File: src/rtl/alu_pkg.sv
// alu_pkg: shared definitions for the multicycle ALU.
//   - 4-bit operation codes for ALUControl
//   - FSM state encoding for the iterative sequencer
//   - helpers classifying operations as iterative / divide
package alu_pkg;

  localparam logic [3:0] OP_ADD   = 4'b0000;
  localparam logic [3:0] OP_SUB   = 4'b0001;
  localparam logic [3:0] OP_AND   = 4'b0010;
  localparam logic [3:0] OP_OR    = 4'b0011;
  localparam logic [3:0] OP_MUL   = 4'b0100;
  localparam logic [3:0] OP_NOR   = 4'b0101;
  localparam logic [3:0] OP_XOR   = 4'b0110;
  localparam logic [3:0] OP_SRL   = 4'b0111;
  localparam logic [3:0] OP_SLL   = 4'b1000;
  localparam logic [3:0] OP_SLT   = 4'b1001;
  localparam logic [3:0] OP_SRA   = 4'b1010;
  localparam logic [3:0] OP_SLTU  = 4'b1011;
  localparam logic [3:0] OP_MULHU = 4'b1100;
  localparam logic [3:0] OP_DIVU  = 4'b1101;
  localparam logic [3:0] OP_REMU  = 4'b1110;
  localparam logic [3:0] OP_RSVD  = 4'b1111;

  typedef enum logic [1:0] {
    IDLE = 2'b00,
    RUN  = 2'b01,
    FIN  = 2'b10
  } state_t;

  // Operations that go through the shift-add / restoring-divide datapath.
  function automatic logic is_iterative(input logic [3:0] op);
    case (op)
      OP_MUL, OP_MULHU, OP_DIVU, OP_REMU: is_iterative = 1'b1;
      default:                            is_iterative = 1'b0;
    endcase
  endfunction

  // Operations that run the datapath in divide mode.
  function automatic logic is_divide(input logic [3:0] op);
    case (op)
      OP_DIVU, OP_REMU: is_divide = 1'b1;
      default:          is_divide = 1'b0;
    endcase
  endfunction

endpackage

File: src/rtl/alu_iter_muldiv.sv
// alu_iter_muldiv: iterative unsigned multiply / restoring divide.
// One iteration per step; WIDTH steps produce the full result.
// Ports:
//   clk, rst      clock, asynchronous active-high reset
//   load          capture operands, clear accumulator and counter
//   step          perform one iteration
//   mode_div      sampled on load: 1 = divide, 0 = multiply
//   a, b          operands (a = multiplier / dividend, b = multiplicand / divisor)
//   lo, hi        multiply: product low/high; divide: quotient/remainder
//   last          counter is at the final iteration (WIDTH-1)
module alu_iter_muldiv
  import alu_pkg::*;
#(
  parameter int WIDTH = 32
) (
  input  logic             clk,
  input  logic             rst,
  input  logic             load,
  input  logic             step,
  input  logic             mode_div,
  input  logic [WIDTH-1:0] a,
  input  logic [WIDTH-1:0] b,
  output logic [WIDTH-1:0] lo,
  output logic [WIDTH-1:0] hi,
  output logic             last
);

  localparam int CW = $clog2(WIDTH);

  logic [WIDTH-1:0] acc_hi;
  logic [WIDTH-1:0] acc_lo;
  logic [WIDTH-1:0] opnd;
  logic [CW-1:0]    count;
  logic             div_mode;

  logic [WIDTH:0]   add_sum;
  logic [WIDTH:0]   rem_shift;
  logic [WIDTH:0]   rem_diff;
  logic [WIDTH-1:0] nxt_hi;
  logic [WIDTH-1:0] nxt_lo;

  assign lo   = acc_lo;
  assign hi   = acc_hi;
  assign last = (count == CW'(WIDTH - 1));

  // Next accumulator value for one multiply or divide iteration.
  always_comb begin
    // Multiply: {hi,lo} holds partial product and remaining multiplier bits;
    // add multiplicand into hi when the multiplier LSB is set, then shift right.
    add_sum = {1'b0, acc_hi} + (acc_lo[0] ? {1'b0, opnd} : {(WIDTH + 1){1'b0}});
    // Divide: shift next dividend bit into the partial remainder and trial-subtract.
    // The remainder stays below the divisor, so bit WIDTH of the difference is a
    // clean borrow flag. With a zero divisor every trial succeeds, giving an
    // all-ones quotient and the dividend as remainder.
    rem_shift = {acc_hi, acc_lo[WIDTH-1]};
    rem_diff  = rem_shift - {1'b0, opnd};
    if (div_mode) begin
      if (!rem_diff[WIDTH]) begin
        nxt_hi = rem_diff[WIDTH-1:0];
        nxt_lo = {acc_lo[WIDTH-2:0], 1'b1};
      end else begin
        nxt_hi = rem_shift[WIDTH-1:0];
        nxt_lo = {acc_lo[WIDTH-2:0], 1'b0};
      end
    end else begin
      nxt_hi = add_sum[WIDTH:1];
      nxt_lo = {add_sum[0], acc_lo[WIDTH-1:1]};
    end
  end

  // Accumulator, operand and iteration counter registers.
  always_ff @(posedge clk or posedge rst) begin
    if (rst) begin
      acc_hi   <= {WIDTH{1'b0}};
      acc_lo   <= {WIDTH{1'b0}};
      opnd     <= {WIDTH{1'b0}};
      count    <= {CW{1'b0}};
      div_mode <= 1'b0;
    end else if (load) begin
      acc_hi   <= {WIDTH{1'b0}};
      acc_lo   <= a;
      opnd     <= b;
      count    <= {CW{1'b0}};
      div_mode <= mode_div;
    end else if (step) begin
      acc_hi   <= nxt_hi;
      acc_lo   <= nxt_lo;
      count    <= count + {{(CW - 1){1'b0}}, 1'b1};
    end
  end

endmodule

File: src/rtl/alu_multicycle.sv
// alu_multicycle: EX-stage ALU with single-cycle ops and iterative
// mul/mulhu/divu/remu behind a Start/Busy/Done handshake.
// Ports:
//   Clk, Reset        clock, asynchronous active-high reset
//   Start             request; ALUControl, A, B sampled on the same edge
//   ALUControl        4-bit operation select (codes in alu_pkg)
//   A, B              operands; B[SHW-1:0] is the shift amount
//   ALUResult, Zero   registered result and its zero flag
//   DivByZero         last completed op was divu/remu with B == 0
//   Busy              iterative op in progress (RUN or FIN)
//   Done              one-cycle pulse when outputs are updated
module alu_multicycle
  import alu_pkg::*;
#(
  parameter int WIDTH = 32
) (
  input  logic             Clk,
  input  logic             Reset,
  input  logic             Start,
  input  logic [3:0]       ALUControl,
  input  logic [WIDTH-1:0] A,
  input  logic [WIDTH-1:0] B,
  output logic [WIDTH-1:0] ALUResult,
  output logic             Zero,
  output logic             DivByZero,
  output logic             Busy,
  output logic             Done
);

  localparam int SHW = $clog2(WIDTH);

  state_t           state;
  logic [3:0]       op_q;
  logic             b_zero;

  logic [SHW-1:0]   shamt;
  logic [WIDTH-1:0] alu_out;
  logic [WIDTH-1:0] iter_res;
  logic [WIDTH-1:0] it_lo;
  logic [WIDTH-1:0] it_hi;
  logic             it_last;
  logic             it_load;
  logic             it_step;

  assign shamt   = B[SHW-1:0];
  // Start is only accepted in IDLE; RUN and FIN ignore it.
  assign it_load = (state == IDLE) && Start && is_iterative(ALUControl);
  assign it_step = (state == RUN);

  alu_iter_muldiv #(.WIDTH(WIDTH)) u_iter (
    .clk      (Clk),
    .rst      (Reset),
    .load     (it_load),
    .step     (it_step),
    .mode_div (is_divide(ALUControl)),
    .a        (A),
    .b        (B),
    .lo       (it_lo),
    .hi       (it_hi),
    .last     (it_last)
  );

  // Single-cycle ALU result.
  always_comb begin
    alu_out = {WIDTH{1'b0}};
    case (ALUControl)
      OP_ADD:  alu_out = A + B;
      OP_SUB:  alu_out = A - B;
      OP_AND:  alu_out = A & B;
      OP_OR:   alu_out = A | B;
      OP_NOR:  alu_out = ~(A | B);
      OP_XOR:  alu_out = A ^ B;
      OP_SRL:  alu_out = A >> shamt;
      OP_SLL:  alu_out = A << shamt;
      OP_SRA:  alu_out = $unsigned($signed(A) >>> shamt);
      OP_SLT:  alu_out = {{(WIDTH - 1){1'b0}}, ($signed(A) < $signed(B))};
      OP_SLTU: alu_out = {{(WIDTH - 1){1'b0}}, (A < B)};
      default: alu_out = {WIDTH{1'b0}};
    endcase
  end

  // Selects the word of the iterative datapath the latched op returns.
  always_comb begin
    iter_res = it_lo;
    case (op_q)
      OP_MUL:   iter_res = it_lo;
      OP_MULHU: iter_res = it_hi;
      OP_DIVU:  iter_res = it_lo;
      OP_REMU:  iter_res = it_hi;
      default:  iter_res = it_lo;
    endcase
  end

  // Sequencer FSM with registered outputs.
  always_ff @(posedge Clk or posedge Reset) begin
    if (Reset) begin
      state     <= IDLE;
      op_q      <= 4'b0000;
      b_zero    <= 1'b0;
      ALUResult <= {WIDTH{1'b0}};
      Zero      <= 1'b1;
      DivByZero <= 1'b0;
      Busy      <= 1'b0;
      Done      <= 1'b0;
    end else begin
      Done <= 1'b0;
      case (state)
        IDLE: begin
          if (Start) begin
            if (is_iterative(ALUControl)) begin
              op_q   <= ALUControl;
              b_zero <= (B == {WIDTH{1'b0}});
              Busy   <= 1'b1;
              state  <= RUN;
            end else begin
              ALUResult <= alu_out;
              Zero      <= (alu_out == {WIDTH{1'b0}});
              DivByZero <= 1'b0;
              Done      <= 1'b1;
            end
          end
        end
        RUN: begin
          // The final iteration happens on this edge; FIN then commits.
          if (it_last) begin
            state <= FIN;
          end
        end
        FIN: begin
          ALUResult <= iter_res;
          Zero      <= (iter_res == {WIDTH{1'b0}});
          DivByZero <= is_divide(op_q) && b_zero;
          Done      <= 1'b1;
          Busy      <= 1'b0;
          state     <= IDLE;
        end
        default: begin
          Busy  <= 1'b0;
          state <= IDLE;
        end
      endcase
    end
  end

endmodule

File: config.mk
export PLATFORM = sky130hd
export DESIGN_NAME = alu_multicycle
export DESIGN_NICKNAME = d
export VERILOG_FILES = /design/src/rtl/alu_pkg.sv /design/src/rtl/alu_iter_muldiv.sv /design/src/rtl/alu_multicycle.sv
export SDC_FILE = /design/constraint.sdc
export NUM_CORES = 1
export LEC_CHECK = 0
export CAP_MARGIN = 20
export CORE_ASPECT_RATIO = 0.9
export CORE_UTILIZATION = 34
export CTS_BUF_LIST = sky130_fd_sc_hd__clkbuf_8
export DETAILED_ROUTE_END_ITERATION = 10
export PLACE_DENSITY = 0.46
export SLEW_MARGIN = 0
export SYNTH_ARGS = -nofsm -noshare
export SYNTH_HDL_FRONTEND = slang
export SYNTH_SLANG_ARGS = --single-unit
File: constraint.sdc
create_clock -name Clk -period 5.4 [get_ports Clk]
set_input_delay 1.08 -clock Clk [delete_from_list [all_inputs] [get_ports Clk]]
set_output_delay 1.08 -clock Clk [all_outputs]
set_load 0.02 [all_outputs]
==> run metrics <==
status=finished, violations left; failing checks=negative setup slack; max incr delay on CP=0.59 ns; post-route ant nets=0; share of post-route cells with drive strength above 1=25.59%; worst-skew pair later-pin latency=0.47 ns; Die Wd=about 270 um; post-layout minimum cycle time=~5.4 ns; Vias=between 20k and 30k; WL final=between 100000 and 150000 um; CTS tree=done; CP cell instances=clkdlybuf4s50_1 -> buf_4 -> mux4_2 -> mux2_2 -> a22oi_1 -> buf_4 -> and4_1 -> nand3_1 -> nor4_2 -> buf_4 -> nand4_1 -> or4_4 -> or4_4 -> nor4_2 -> a31o_1; largest net degree at the start of global routing=75; most frequent cells in the layout=buf_4 (607), nand2_1 (276), nor2_1 (222); syn nets=between 3k and 4k; # diodes=0; Syn Area/Cell=7.691 um2; EDFF count, synth=0; Worst Skew=0.02007 ns; total CTS buffers=17; Area Growth Syn to Fin=32.14%; crit-path max FO=4; core region area=0.06155 mm2; worst hold path type=register to register; max frequency=184.0 MHz; part of the power in registers=between 20% and 30%; post-synth cell types=approximately 90; clock tree sinks=145; Main synth FF type=dfrtp_1; Via-to-Cell Ratio=~6.1; Worst slew margin=14.60%; Crit path max-delay family=simple AND/OR/NAND/NOR gates; first-pass GRT wire length=~170000 um; Finished Cell Area=0.02817 mm2; CP Data Required Time=5.82 ns; fin nets=3557; TNS Setup=-0.03390 ns; Worst Path Buf+Inv=4; Power per Cell Area=roughly 360 mW/mm2; Post-CTS Hold Buffers=0; # setup viols final=1; die area=between 0.06 and 0.07 mm2; Yosys Warn Count=0; most common cell after layout, fill and taps aside=buf_4; Psw=5.068 mW; arrival time at the worst endpoint=5.85 ns; leakage=12.95 nW; wire length per cell=27.97 um; Ports=107; WS Path Type=input port to register; drt first pass iters=5; initial antenna violation count=2; Yosys reg bits=roughly 150; most used cell along the critical path=buf_4; Final Core Density=between 40% and 50%; ys async rst share=between 90% and 100%; Tcrit/Tclk final=100.6%; worst setup margin=-0.03390 ns; post-synthesis sequential area ratio=between 10% and 20%; placed cell area=around 0.027 mm2; Die Height=between 200 and 250 um; final hold violation count=0; vias in the first global route=23.90k; Syn Inst Count=between 2k and 3k; CP max stage cell=or4_4; Mapped Area=0.02132 mm2; DRC Markers=0; CTS root buffer=clkbuf_8; Port Buffers=106; GRT Util Overall=35.81%; Int Pwr=4.996 mW; Combinational Power Share=70.1%; Final Max Tran Viols=0; max_cap viols=0; clock power share=under 10%; Initial Utilization=around 35%; dpl hpwl=96310 um; worst vdd ir=0.2084 mV; actual slew at the worst max-slew pin=between 1 and 1.5 ns; Worst setup SP type=input port; clk buf depth=2; Hold Slack=0.4774 ns; crit end category=register; htree depth=4; switching share of total power=between 50% and 60%; DR iter-0 viols=about 2.8k; Clk pin slew, worst setup/hold paths=0.10 ns; Final GP Congestion=1.029; grt ovf=0; row count=86
-- synth_stat cells (20+ instances only) --
cell type	count	area [um2]
buf_2	29	145.1
xor2_1	26	227.7
mux2i_1	141	1411
a21oi_1	190	950.9
a21o_1	50	375.4
nand3_1	44	220.2
o211ai_1	31	232.7
nand4_1	30	187.7
clkbuf_1	153	574.3
nor3_1	60	300.3
mux2_2	49	551.8
a31oi_1	21	131.4
nor2b_1	20	125.1
and2_1	47	294.0
a211oi_1	49	367.9
nand2b_1	36	225.2
o22ai_1	32	200.2
o21ai_0	205	1026
mux4_2	43	968.4
xnor2_1	49	429.2
o21bai_1	26	195.2
o221ai_1	52	455.4
buf_1	23	86.33
dfrtp_1	144	3603
inv_1	151	566.8
nand2_1	277	1040
ha_1	170	2127
nor2_1	226	848.3
a22oi_1	62	465.5
-- metrics by stage --
stage          setup WS [ns]  total power [mW]  std cells
3_5_place_dp         -0.8045             8.973       4121
6_report            -0.03390             10.06       4161
2_1_floorplan        0.01484             6.431       2772
5_1_grt             -0.05672             10.80       4161
4_1_cts             0.001674             9.922       4154
3_3_place_gp         -0.8219             8.882       4119
-- repair_timing --
item | CTS | global route
endpoints found under the setup margin | 1 | 1
resized for setup | 9 | 59
pin swaps | 5 | 21
buffers inserted | 1 | 6
-- worst paths after layout --
path                                            from                    endpoint  slack, ns  cells after the start
setup / recovery                               A[25]            Zero$_DFFE_PP1P_      -0.03                     15
hold reg to reg                  op_q[2]$_DFFE_PP0P_         op_q[2]$_DFFE_PP0P_       0.48                      1
max in group asynchronous                      Reset  u_iter.opnd[9]$_DFFE_PP0P_       3.33                      3
hold / removal                   op_q[2]$_DFFE_PP0P_         op_q[2]$_DFFE_PP0P_       0.48                      1
min in group asynchronous                      Reset   u_iter.hi[27]$_DFFE_PP0P_       1.08                      2
setup reg to reg           u_iter.lo[31]$_DFFE_PP0P_   u_iter.hi[31]$_DFFE_PP0P_       0.59                     18
-- kinds of logic (layout without fill, tap and decap cells) --
| logic type | after synthesis | in the layout | synth area share (%) |
|---|---|---|---|
| xor+xnor | 75 | 75 | 3.081 |
| simple gates | 841 | 841 | 18.70 |
| mux | 238 | 238 | 14.31 |
| compound gates | 930 | 930 | 29.61 |
| buf+inv | 369 | 922 | 6.913 |
| flops | 145 | 145 | 17.03 |
| fa+ha+maj | 174 | 174 | 10.35 |
-- layer usage --
metal | track usage [%] | vias to the layer above | routed length (um)
met3 | 8.780 | 142 | 11180
met2 | 51.86 | 1216 | 48020
met1 | 51.85 | 12440 | 53400
li1 | - | 11440 | -
met4 | 10.45 | 0 | 3769
met5 | 0 | - | 0
-- worst reg2reg max path: stages, from the launching register on --
cell and delay [ns]:
dfrtp_1 0.49, inv_1 0.10, ha_1 0.24, inv_1 0.08
fa_1 0.25, a211oi_1 0.12, o21bai_1 0.16, a21oi_1 0.16
o311a_1 0.44, o31ai_1 0.72, nor3_1 0.19, o31ai_1 0.42
o31ai_1 0.11, buf_4 0.16, xor2_4 0.44, buf_4 0.27
nand3b_1 0.08, o311ai_0 0.13, o21ai_0 0.14
-- cell type report --
type,instances,area (um2)
clock buffer,18,247.7
clock inverter,14,142.6
fill,6322,33380
inverter,156,594.3
multi-input combinational,2258,16540
sequential,145,3631
tap,836,1046
timing repair buffer,734,5969
-- state kept, by name, summed over array words and instances (netlist names) --
| signal | count |
|---|---|
| state | 2 |
| u_iter.lo | 32 |
| u_iter.opnd | 32 |
| u_iter.div_mode | 1 |
| DivByZero | 1 |
| u_iter.hi | 32 |
| ALUResult | 32 |
| b_zero | 1 |
| Done | 1 |
| u_iter.count | 5 |
| Zero | 1 |
| Busy | 1 |
| op_q | 4 |
-- power by group through the flow --
stage	Sequential [mW]	Combinational, mW	Clock, mW
finish	2.10	7.06	0.906
detailed placement	2.12	6.86	0
global route	2.16	7.68	0.965
global placement	2.11	6.77	0
CTS	2.10	6.90	0.923
floorplan	2.03	4.40	0
Power figures use the tool's default switching activity.
==> variant 1, RTL diff (same flow settings) <==
`WIDTH` is set to 32 in 2 places; all go to 16.
--- a/src/rtl/alu_iter_muldiv.sv
+++ b/src/rtl/alu_iter_muldiv.sv
@@ -12,5 +12,5 @@
   import alu_pkg::*;
 #(
-  parameter int WIDTH = 32
+  parameter int WIDTH = 16
 ) (
   input  logic             clk,
--- a/src/rtl/alu_multicycle.sv
+++ b/src/rtl/alu_multicycle.sv
@@ -13,5 +13,5 @@
   import alu_pkg::*;
 #(
-  parameter int WIDTH = 32
+  parameter int WIDTH = 16
 ) (
   input  logic             Clk,
Interface: changed (resized A, ALUResult and B); port bits go from 107 to 59. The function was not compared with the original's and may differ.
==> variant 1 against the unedited design <==
- wire length down 65%
- via count shrank 61%
- sequential cell count shrank 65
- synthesized area is 54% lower
- largest cell class unchanged
- first-iteration DRC count fell by 63%
- combinational power decreased by 56%
- hold slack gained 0.016 ns
- critical endpoint is now ALUResult[15]
- critical path depth is 3 lower
- clock power shrank 47%
- worst setup slack improved by 0.91 ns
- critical path type unchanged
- power fell by 53%
- final area decreased by 61%
- clock skew rose by 0.0024 ns
==> variant 1: results <==
<?xml version="1.0" encoding="UTF-8"?>
<metrics>
  <group name="status">
    <metric name="outcome" unit="">complete, no violations</metric>
  </group>
  <group name="global_route">
    <metric name="globalRouteMet2Util" unit="">0.373</metric>
    <metric name="number_of_global_route_vias_before_repair" unit="">8880</metric>
    <metric name="grt_start_max_net_pins" unit="">46</metric>
    <metric name="grtUsageMet3" unit="">0.0698</metric>
    <metric name="grt_use_total" unit="">0.271</metric>
  </group>
  <group name="timing">
    <metric name="tightest_slew" unit="ns">1.12</metric>
    <metric name="final_period_minus_worst_setup_slack" unit="ns">4.52</metric>
  </group>
  <group name="cells_and_area">
    <metric name="drive_gt1_frac" unit="">0.0962</metric>
    <metric name="design.final.nets" unit="">1373</metric>
  </group>
  <group name="synth">
    <metric name="synth_seq_area_share" unit="">0.205</metric>
    <metric name="synthXorXnorAreaFrac" unit="">0.0260</metric>
    <metric name="synth-adder-area-share" unit="">0.121</metric>
    <metric name="mappedNetlistNets" unit="">1326</metric>
    <metric name="synth-compound-area-share" unit="">0.252</metric>
    <metric name="synth.distinct_cells" unit="">81</metric>
    <metric name="synth_top_cells_by_count" unit="">nand2_1, nor2_1, ha_1</metric>
    <metric name="yosys-top-cells-area" unit="">dfrtp_1, ha_1, mux2i_1, nand2_1, o21ai_0</metric>
    <metric name="post_synth_mux_area_share" unit="">0.136</metric>
  </group>
  <group name="hold_path">
    <metric name="min_to" unit="">ALUResult[0]</metric>
    <metric name="min-delay-start" unit="">ALUResult[0]</metric>
  </group>
  <group name="setup_path">
    <metric name="cpMaxStageDelayCell" unit="">a211oi_1</metric>
    <metric name="timing.critical_path.max_delay_family" unit="">compound AO/OA/AOI/OAI gates</metric>
    <metric name="cp-startpoint" unit="">A[1]</metric>
    <metric name="r2r_slack" unit="ns">1.69</metric>
    <metric name="max_stage_delay" unit="ns">0.51</metric>
    <metric name="worst_r2r_startpoint" unit="">u_iter.lo[0]</metric>
    <metric name="cp-endpoint" unit="">ALUResult[15]</metric>
    <metric name="worst-r2r-cell-count" unit="">12</metric>
  </group>
  <group name="place">
    <metric name="hpwl" unit="um">31600</metric>
    <metric name="port_buffers" unit="">58</metric>
  </group>
  <group name="clock_tree">
    <metric name="cts_setup_buffers" unit="">0</metric>
    <metric name="clock_insertion_delay_worst_skew" unit="ns">0.37</metric>
    <metric name="post_cts.resized_instances" unit="">0</metric>
  </group>
  <group name="detailed_routing">
    <metric name="num_vias" unit="">9950</metric>
    <metric name="met2_length" unit="um">15900</metric>
    <metric name="drt_iter0_drc" unit="">1037</metric>
    <metric name="first_pass_iters" unit="">7</metric>
  </group>
  <group name="power">
    <metric name="comb_power" unit="uW">3090</metric>
    <metric name="max-vdd-ir-drop" unit="uV">275</metric>
    <metric name="switching_portion_of_total_power" unit="">0.486</metric>
  </group>
</metrics>
[variant 1: final cells by class]
type | count | area [um2]
Antenna cell | 1 | 2.50
Clock buffer | 9 | 124
Clock inverter | 7 | 77.6
Fill cell | 2953 | 17000
Inverter | 75 | 283
Multi-Input combinational cell | 966 | 7160
Sequential cell | 80 | 2000
Tap cell | 360 | 450
Timing Repair Buffer | 111 | 963
[variant 1: stage by stage]
stage / hold WS (ns) / power [uW] / utilization / cells / instance area (um2)
after global routing: 0.534 / 5140 / 0.394 / 1608 / 11100
after detailed placement: 0.478 / 4240 / 0.387 / 1592 / 10900
after CTS: 0.501 / 4740 / 0.394 / 1608 / 11100
after global placement: 0.473 / 4240 / 0.387 / 1592 / 10900
after floorplan: 0.444 / 3310 / - / 1196 / 9760
final: 0.493 / 4740 / 0.394 / 1609 / 11100
==> variant 2, RTL diff (same flow settings) <==
Made on the original files. Add an input register stage for `A`; this delays it by one clock. The other inputs are not delayed to match.
--- a/src/rtl/alu_multicycle.sv
+++ b/src/rtl/alu_multicycle.sv
@@ -30,4 +30,10 @@
   localparam int SHW = $clog2(WIDTH);
 
+  logic [WIDTH-1:0] A_q;
+
+  always_ff @(posedge Clk) begin
+    A_q <= A;
+  end
+
   state_t           state;
   logic [3:0]       op_q;
@@ -54,5 +60,5 @@
     .step     (it_step),
     .mode_div (is_divide(ALUControl)),
-    .a        (A),
+    .a        (A_q),
     .b        (B),
     .lo       (it_lo),
@@ -65,15 +71,15 @@
     alu_out = {WIDTH{1'b0}};
     case (ALUControl)
-      OP_ADD:  alu_out = A + B;
-      OP_SUB:  alu_out = A - B;
-      OP_AND:  alu_out = A & B;
-      OP_OR:   alu_out = A | B;
-      OP_NOR:  alu_out = ~(A | B);
-      OP_XOR:  alu_out = A ^ B;
-      OP_SRL:  alu_out = A >> shamt;
-      OP_SLL:  alu_out = A << shamt;
-      OP_SRA:  alu_out = $unsigned($signed(A) >>> shamt);
-      OP_SLT:  alu_out = {{(WIDTH - 1){1'b0}}, ($signed(A) < $signed(B))};
-      OP_SLTU: alu_out = {{(WIDTH - 1){1'b0}}, (A < B)};
+      OP_ADD:  alu_out = A_q + B;
+      OP_SUB:  alu_out = A_q - B;
+      OP_AND:  alu_out = A_q & B;
+      OP_OR:   alu_out = A_q | B;
+      OP_NOR:  alu_out = ~(A_q | B);
+      OP_XOR:  alu_out = A_q ^ B;
+      OP_SRL:  alu_out = A_q >> shamt;
+      OP_SLL:  alu_out = A_q << shamt;
+      OP_SRA:  alu_out = $unsigned($signed(A_q) >>> shamt);
+      OP_SLT:  alu_out = {{(WIDTH - 1){1'b0}}, ($signed(A_q) < $signed(B))};
+      OP_SLTU: alu_out = {{(WIDTH - 1){1'b0}}, (A_q < B)};
       default: alu_out = {WIDTH{1'b0}};
     endcase
Formal check against the unedited RTL: not equivalent (a bounded check fails within 4 cycles, from zero or initial values and one cycle with Reset high).
==> variant 2 against the unedited design <==
- sequential cell count is 32 higher
- highest routed layer is now met5
- worst setup slack better by 0.30 ns
- utilization is 3.8 points lower
- critical endpoint unchanged
- wire length is 6.0% lower
- critical path depth is 1 higher
- synthesized area is 2.1% lower
- final area is 10% lower
- synthesized cell count is 3.8% lower
- clock skew is 0.012 ns higher
- power is 7.1% higher
==> variant 2: results <==
<?xml version="1.0" encoding="UTF-8"?>
<metrics>
  <group name="place">
    <metric name="placement.setup.worst_slack" unit="ns">-0.212</metric>
    <metric name="place.gp.congestion" unit="">1.00</metric>
  </group>
  <group name="timing">
    <metric name="final.hold.worst_slack" unit="ns">0.496</metric>
    <metric name="worst_clock_skew" unit="ns">0.0317</metric>
    <metric name="post-route-worst-setup-slack" unit="ns">0.264</metric>
    <metric name="timing.max_slew.rel_slack" unit="">0.279</metric>
  </group>
  <group name="cells_and_area">
    <metric name="drive_gt1_frac" unit="">0.162</metric>
  </group>
  <group name="status">
    <metric name="outcome" unit="">complete, no violations</metric>
  </group>
  <group name="power">
    <metric name="max-vdd-ir-drop" unit="uV">315</metric>
    <metric name="cellLeakagePower" unit="uW">0.0113</metric>
  </group>
  <group name="clock_tree">
    <metric name="cts_setup_buffers" unit="">0</metric>
    <metric name="post_cts.resized_instances" unit="">0</metric>
  </group>
  <group name="global_route">
    <metric name="number_of_global_route_vias_before_repair" unit="">22000</metric>
    <metric name="grt_start_max_net_pins" unit="">102</metric>
    <metric name="grt_use_total" unit="">0.345</metric>
    <metric name="initial_antenna_violation_count" unit="">5</metric>
  </group>
  <group name="setup_path">
    <metric name="critical_path_peak_fanout" unit="">10</metric>
    <metric name="cpMaxStageDelayCell" unit="">or4_1</metric>
    <metric name="cp-startpoint" unit="">ALUControl[0]</metric>
    <metric name="max_stage_delay" unit="ns">0.65</metric>
  </group>
  <group name="detailed_routing">
    <metric name="num_vias" unit="">23200</metric>
    <metric name="drt_iter0_drc" unit="">2722</metric>
    <metric name="first_pass_iters" unit="">6</metric>
  </group>
  <group name="synth">
    <metric name="mappedNetlistNets" unit="">2913</metric>
    <metric name="yosys-top-cells-area" unit="">dfrtp_1, ha_1, mux2i_1, nand2_1, a21oi_1</metric>
    <metric name="postSynth.asyncResetShare" unit="">0.819</metric>
    <metric name="synth_top_cells_by_count" unit="">nand2_1, nor2_1, a21oi_1</metric>
  </group>
</metrics>
-- variant 2: area by class of cell --
class | instances | area [um2]
Clock buffer | 17 | 234
Tap cell | 783 | 980
Inverter | 140 | 531
Multi-Input combinational cell | 2172 | 15300
Timing Repair Buffer | 438 | 3800
Fill cell | 6244 | 35000
Antenna cell | 3 | 7.51
Clock inverter | 15 | 168
Sequential cell | 177 | 4270
-- variant 2: worst max-delay path, delay by kind of cell --
| kind | cells | cell delay, ns |
|---|---|---|
| compound gates | 5 | 1.25 |
| buf+inv | 4 | 1.08 |
| simple gates | 7 | 2.22 |
-- variant 2: cell families (layout without fill, tap and decap cells) --
group           Yosys count  after routing  share of synthesized area
other cells               0              3                          0
buf+inv                 319            610                     0.0630
compound gates          854            854                      0.277
mux                     222            222                      0.127
simple gates            851            851                      0.193
fa+ha+maj               174            174                      0.106
xor+xnor                 71             71                     0.0298
flops                   177            177                      0.205
-- variant 2: routing by layer --
layer / track usage / wire length [um]
met1: 0.490 / 50300
met2: 0.499 / 45000
met3: 0.0996 / 10900
met4: 0.107 / 3150
met5: 0 / 31
-- variant 2: worst max path at each step --
stage | to | cells after the start
after CTS | Zero | 16
after global routing | Zero | 17
final | Zero | 16
after detailed placement | Zero | 16
after floorplan | Zero | 16
after global placement | Zero | 16
-- variant 2: power breakdown --
group / switching (uW) / total [uW] / internal [uW]
combinational: 4190 / 7310 / 3120
clock: 674 / 1020 / 348
sequential: 587 / 2440 / 1850
-- variant 2: through the flow --
step | power (uW) | TNS, ns | instance area (um2) | utilization
2_1_floorplan | 7170 | 0 | 20900 | -
3_3_place_gp | 9560 | -0.406 | 24900 | 0.413
3_5_place_dp | 9630 | -0.212 | 24900 | 0.413
4_1_cts | 10700 | 0 | 25300 | 0.419
5_1_grt | 11500 | 0 | 25300 | 0.420
6_report | 10800 | 0 | 25300 | 0.420
